**config.mk**
```make
export PLATFORM = sky130hd
export DESIGN_NAME = cf_gpio_in_conditioner
export DESIGN_NICKNAME = d
export VERILOG_FILES = /design/src/rtl/cf_gpio_in_conditioner.sv
export SDC_FILE = /design/constraint.sdc
export NUM_CORES = 1
export LEC_CHECK = 0
export BUFFER_PORTS_ARGS = -buffer_cell sky130_fd_sc_hd__clkbuf_2
export CAP_MARGIN = 10
export CORE_MARGIN = 2
export CORE_UTILIZATION = 45
export DETAILED_ROUTE_END_ITERATION = 8
export HOLD_SLACK_MARGIN = 0.12
export PLACE_DENSITY = 0.72
export SYNTH_ARGS = -nofsm -noshare
export SYNTH_HDL_FRONTEND = slang
export SYNTH_SLANG_ARGS = --single-unit
export TNS_END_PERCENT = 1
```
**constraint.sdc**
```tcl
create_clock -name clk -period 4.5 [get_ports clk]
set_input_delay 0.9 -clock clk [delete_from_list [all_inputs] [get_ports clk]]
set_output_delay 0.9 -clock clk [all_outputs]
set_load 0.05 [all_outputs]
```
**src/rtl/cf_gpio_in_conditioner.sv**
```systemverilog
`default_nettype none
// ============================================================================
// Module      : cf_gpio_in_conditioner
// Description : Pad input receive path: synchroniser, debounce, edge detect,
//               sticky interrupt flag. One instance per pad.
// Revision    : 1.0 - initial release
// ============================================================================
module cf_gpio_in_conditioner #(
  parameter int SYNC_STAGES = 2,
  parameter int DB_CNT_W    = 16,
  parameter bit RESET_VAL   = 1'b0
) (
  input  logic                clk,
  input  logic                rst_n,
  input  logic                gpio_in,
  input  logic                db_en,
  input  logic [DB_CNT_W-1:0] db_limit,
  input  logic [1:0]          edge_sel,
  input  logic                irq_clr,
  output logic                io_in,
  output logic                rise_pulse,
  output logic                fall_pulse,
  output logic                irq
);

  localparam logic [0:0] ST_STABLE  = 1'b0;
  localparam logic [0:0] ST_QUALIFY = 1'b1;

  logic [SYNC_STAGES-1:0] sync_q;
  logic                   synced;
  logic                   stable;
  logic [0:0]             state;
  logic [DB_CNT_W-1:0]    cnt;
  logic [DB_CNT_W-1:0]    eff_limit;
  logic [DB_CNT_W:0]      cnt_inc;
  logic                   differ;
  logic                   commit;
  logic                   irq_set;

  // Plain shift chain: nothing may sit between the synchroniser flops.
  always_ff @(posedge clk or negedge rst_n) begin
    if (!rst_n) begin
      sync_q <= {SYNC_STAGES{RESET_VAL}};
    end else begin
      sync_q <= {sync_q[SYNC_STAGES-2:0], gpio_in};
    end
  end

  assign synced = sync_q[SYNC_STAGES-1];

  always_comb begin
    eff_limit = db_limit;
    if (!db_en || (db_limit == '0)) begin
      eff_limit = DB_CNT_W'(1);
    end
  end

  // One extra bit keeps cnt+1 from wrapping in the compare; >= lets a lowered
  // limit commit on the very next edge.
  assign cnt_inc = {1'b0, cnt} + (DB_CNT_W+1)'(1);
  assign differ  = (synced != stable);
  assign commit  = differ && (cnt_inc >= {1'b0, eff_limit});
  assign irq_set = (rise_pulse & edge_sel[0]) | (fall_pulse & edge_sel[1]);

  always_ff @(posedge clk or negedge rst_n) begin
    if (!rst_n) begin
      stable     <= RESET_VAL;
      cnt        <= '0;
      state      <= ST_STABLE;
      rise_pulse <= 1'b0;
      fall_pulse <= 1'b0;
      irq        <= 1'b0;
    end else begin
      rise_pulse <= commit & synced;
      fall_pulse <= commit & ~synced;
      irq        <= irq_set | (irq & ~irq_clr);

      case (state)
        ST_STABLE: begin
          if (commit) begin
            stable <= synced;
            cnt    <= '0;
          end else if (differ) begin
            cnt   <= cnt_inc[DB_CNT_W-1:0];
            state <= ST_QUALIFY;
          end else begin
            cnt <= '0;
          end
        end
        ST_QUALIFY: begin
          if (commit) begin
            stable <= synced;
            cnt    <= '0;
            state  <= ST_STABLE;
          end else if (differ) begin
            cnt <= cnt_inc[DB_CNT_W-1:0];
          end else begin
            cnt   <= '0;
            state <= ST_STABLE;
          end
        end
        default: begin
          cnt   <= '0;
          state <= ST_STABLE;
        end
      endcase
    end
  end

  assign io_in = stable;

endmodule
`default_nettype wire

```
== Word level (Yosys, flattened, before mapping) ==
Cells that the tools add are included.
Storage, ports and cells
  bits in registers: 22
  output and inout port bits: 4
Operators by class
  $add $sub $neg: 1
  eq/ne operators: 1
  reduce and logical (&&, ||, !) cells: 4
  multiplexer cells: 4
  bitwise logic cells: 9
  $lt $le $gt $ge: 1
Operator list (number)
  2-to-1 mux 16 bit: 3
  adder 16 x 1 -> 17 bit (second input constant): 1
  greater-or-equal comparator 17 x 16 -> 1 bit: 1
  logical NOT 16 bit: 1
  AND 1 bit: 5
  NOT 1 bit: 2
  OR 1 bit: 2
  logical AND 1 bit: 1
  logical NOT 1 bit: 1
  logical OR 1 bit: 1
  2-to-1 mux 1 bit: 1
  != test 1 bit: 1

== Longest topological paths before layout ==
  depth after elaboration: 6
  gate-level depth with buffers: 13
  depth with buffers taken out: 12

== Worst setup path before layout ==
OpenSTA, ideal clock, no wires.
  path type: input -> register
  start: input port db_limit[4]
  end: register stable, in the netlist io_in
  stages: 11
  slack: 1.529 ns
  data required time: 4.375 ns
  library setup time: 0.125 ns
  buffers on the path: 1
  arrival: 2.845 ns
  path through: nor4_1 -> a41oi_1 -> clkbuf_1 -> nand2_1 -> ha_1 -> nand3_1 -> nor3_1 -> nand4_1 -> and3_4 -> and2_4 -> mux2_4
On the way
  longest elaborated chain between the ends: 5
Ends and longest elaborated chain
  start, declared: line 17  | input logic [DB_CNT_W-1:0] db_limit,
  logical NOT 16 bit: line 53  | if (!db_en || (db_limit == '0)) begin
  logical OR 1 bit: line 53
  2-to-1 mux 16 bit (*): line 53
  greater-or-equal comparator 17 x 16 -> 1 bit (*): line 62  | assign commit = differ && (cnt_inc >= {1'b0, eff_limit});
  logical AND 1 bit (*): line 62
  end signal, assigned: line 81  | stable <= synced;
  end signal, assigned: line 92  | stable <= synced;
  end, declared: line 31  | logic stable;
Mark *: on every way between the ends. The rest lies on a longest branch, timed or not.
A chain may end at the register's enable or synchronous reset.

== Worst setup path after layout ==
  start: register cnt[0]
  end: register cnt[4]
On the way
  longest elaborated chain between the ends: 4
  elaborated cells on any way between the ends: 5
  classes of those cells: add/sub (1); order compare (1); mux (2); reduce/logical (1)
Ends and longest elaborated chain
  start, declared: line 33  | logic [DB_CNT_W-1:0] cnt;
  start signal, assigned: line 84  | cnt <= cnt_inc[DB_CNT_W-1:0];
  start signal, assigned: line 96  | cnt <= cnt_inc[DB_CNT_W-1:0];
  adder 16 x 1 -> 17 bit (*): line 60  | assign cnt_inc = {1'b0, cnt} + (DB_CNT_W+1)'(1);
  greater-or-equal comparator 17 x 16 -> 1 bit: line 62
  logical AND 1 bit: line 62
  2-to-1 mux 16 bit (*): line 80, 91
Marked as above.

==> run metrics <==
status finished, final reports clean; die footprint around 3700 um2; synthesized area 1460 um2; Critical Path, Cell by Cell ha_1, nand2_1, nor4_4, nand4_1, xnor2_1, ha_1, nand3_1, nor3_1, nand4_1, and3_4, nand3_1, nor2b_1; slew margin rel. between 40% and 50%; die height ~61 um; fin. max-slew vios 0; RR Endpoint cnt[4]$_DFF_PN0_; vias in the first global route ~1100; syn_nets between 150 and 200; GRT overflow 0; async set-reset flop share out of synthesis between 90% and 100%; WS Path Type reg2reg; CTS tree yes; period utilisation layout between 70% and 80%; most frequent cell after synthesis dfrtp_1; Yosys warning count 0; R2R cell count 12; final setup margin roughly 1.2 ns; IO Count 27; Fin Setup TNS 0 ns; DIE WIDTH just over 60 um; worst hold path depth 0; Resize count post-CTS 0; Fin. Hold Viols 0; max cap viols 0; min-delay src sync_q[0]$_DFF_PN0_; required time at the worst-slack endpoint ~4.7 ns; DR vias ~1200; wire per inst about 13 um; ratio of cells with drive above 1 in the final layout a little over a fifth; final WL approximately 3 mm; number of library cell types mapped by synthesis 35; CTS Buf Count 3; FF+latch count, synth 22; min Tclk post-route around 3.3 ns; HP Class reg2reg; ANT nets after route 0; pre-CTS WS a little under 0.9 ns; CP Capture Type flop; crit path DAT 3.49 ns; Crit Path Max Fanout 15; post-detail-place hpwl ~2.4 mm; Pwr Density ~320 nW/um2; CP bufs+invs 0; # rows 20; RD Place Congestion roughly 0.84; Clk pin slew, worst setup/hold paths 0.13 ns; gr usage total a little under a fifth; Max Clk Rate ~300 MHz; Sink Count 22; # H-tree levels 1; Ant. Diodes 0; Pre-antenna DRT Iters 4; CP top delay family simple AND/OR/NAND/NOR gates; Yosys top cell area share 37.8%; largest net degree at the start of global routing 23; most frequent cells after synthesis dfrtp_1, nand2_1, ha_1; CP max stage cell dfrtp_1; sequential share of the synthesized area a little under two fifths; worst skew pair latency about 0.32 ns; Peak VDD IR ~0.21 mV; Slew @ Worst Pin just under 0.8 ns; Area Overhead vs Synth 15.5%; input/output buffers 26; Syn Inst Count 150; Final #Nets approximately 220; Post-CTS Setup Inserts 0; R2R Path Start cnt[0]$_DFF_PN0_; Avg Cell Area, Syn 9.72 um2; Longest Clk Path Bufs 2; commonest register cell after synthesis dfrtp_1; wire length of the first global-routing pass 4.95 mm; vias per inst between 5 and 6; RSZ-0062 raised after global routing false; EDFF count, synth 0; R2R Setup Slk between 1 and 1.5 ns; clk root buf clkbuf_4; core footprint around 3000 um2; leakage around 0.00083 uW; ranking of synthesized cells by area dfrtp_1, ha_1, xnor2_1; skew final between 0.007 and 0.008 ns; Yosys top cell by area dfrtp_1; CP max stage delay ~0.48 ns; Initial DRC Count 24; Post-CTS Hold Buffers 0; Initial Util roughly 47%; crit path launch type flop; antenna violations before repair 0; final setup fails 0; Hold Path Sink sync_q[1]$_DFF_PN0_; DRC Markers 0
## kinds of logic (layout without fill, tap and decap cells)
| logic type | count (synthesis) | count (layout) | synth area share, % |
|---|---|---|---|
| AO/OA/AOI/OAI | 15 | 15 | 7.21 |
| XOR/XNOR | 15 | 15 | 9.01 |
| adder cells (fa/ha/maj) | 17 | 17 | 14.6 |
| buffers and inverters | 6 | 34 | 1.80 |
| flip-flops | 22 | 22 | 37.8 |
| multiplexers | 1 | 1 | 1.03 |
| AND/OR/NAND/NOR | 74 | 74 | 28.6 |
## cell usage in the layout, fill, tap and decap left out
cell type / count
clkbuf_2: 26
dfrtp_1: 22
nand2_1: 21
ha_1: 17
nor2b_1: 15
xnor2_1: 11
nand3_1: 8
nand4_1: 7
nor2_1: 6
a21oi_1: 5
nor4_1: 4
inv_1: 4
xor2_1: 4
clkbuf_4: 3
and3_2: 2
nor3_1: 2
nor3b_1: 2
a41oi_1: 1
nand3_2: 1
and4_1: 1
nand2b_1: 1
and3_1: 1
nor4_4: 1
a21o_1: 1
o21a_1: 1
a2bb2oi_2: 1
and3_4: 1
o21bai_1: 1
a31oi_1: 1
a21boi_0: 1
o31ai_1: 1
and2_4: 1
a22oi_1: 1
o21ai_0: 1
mux2_4: 1
bufinv_16: 1
## where the power goes
group | internal [uW] | switching, uW | leakage (uW)
clock | 90.2 | 63.8 | 0.0000279
combinational | 58.0 | 89.2 | 0.000502
sequential | 213 | 21.7 | 0.000299
## routing by layer
layer	vias up	part of all wire (%)	GRT usage, %
li1	585	-	-
met1	558	47	24.2
met2	25	47	29.8
met3	7	3.1	1.49
met4	0	3.0	9.63
met5	-	0	0
## how the worst max path moves through the flow
stage	start	to	slack, ns	cells after the start
finish	cnt[0]$_DFF_PN0_	cnt[4]$_DFF_PN0_	1.21	12
global route	cnt[0]$_DFF_PN0_	cnt[10]$_DFF_PN0_	0.89	12
detailed placement	db_limit[2]	cnt[4]$_DFF_PN0_	0.87	11
CTS	cnt[0]$_DFF_PN0_	cnt[4]$_DFF_PN0_	1.18	12
global placement	db_limit[2]	cnt[4]$_DFF_PN0_	0.92	11
floorplan	db_limit[4]	io_in$_DFFE_PN0P_	1.53	11
## worst reg2reg max path, cell delays in order, from the launching register on
cell and delay (ns):
dfrtp_1 0.48, ha_1 0.26, nand2_1 0.14, nor4_4 0.33, nand4_1 0.16, xnor2_1 0.19
ha_1 0.32, nand3_1 0.12, nor3_1 0.31, nand4_1 0.15, and3_4 0.19, nand3_1 0.40
nor2b_1 0.12
## sequential cells by signal, summed over array words and instances, names as in the netlist
| signal | cells |
|---|---|
| fall_pulse | 1 |
| irq | 1 |
| io_in | 1 |
| sync_q | 2 |
| cnt | 16 |
| rise_pulse | 1 |
## area by class of cell
type                            count  area, um2
Clock buffer                        3       22.5
Clock inverter                      1       30.0
Fill cell                         259       1390
Inverter                            4       15.0
Multi-Input combinational cell    122        881
Sequential cell                    22        551
Tap cell                           44       55.1
Timing Repair Buffer               26        130
## stage by stage
stage	std cells	instance area (um2)	power [uW]	hold slack [ns]	util, %
4_1_cts	222	1680	538	0.380	54.7
3_5_place_dp	218	1630	387	0.350	53.0
2_1_floorplan	150	1460	343	0.331	-
5_1_grt	222	1680	569	0.389	54.7
6_report	222	1680	536	0.376	54.7
3_3_place_gp	218	1630	381	0.332	53.0
No activity file was read; power rests on OpenSTA's default activity.
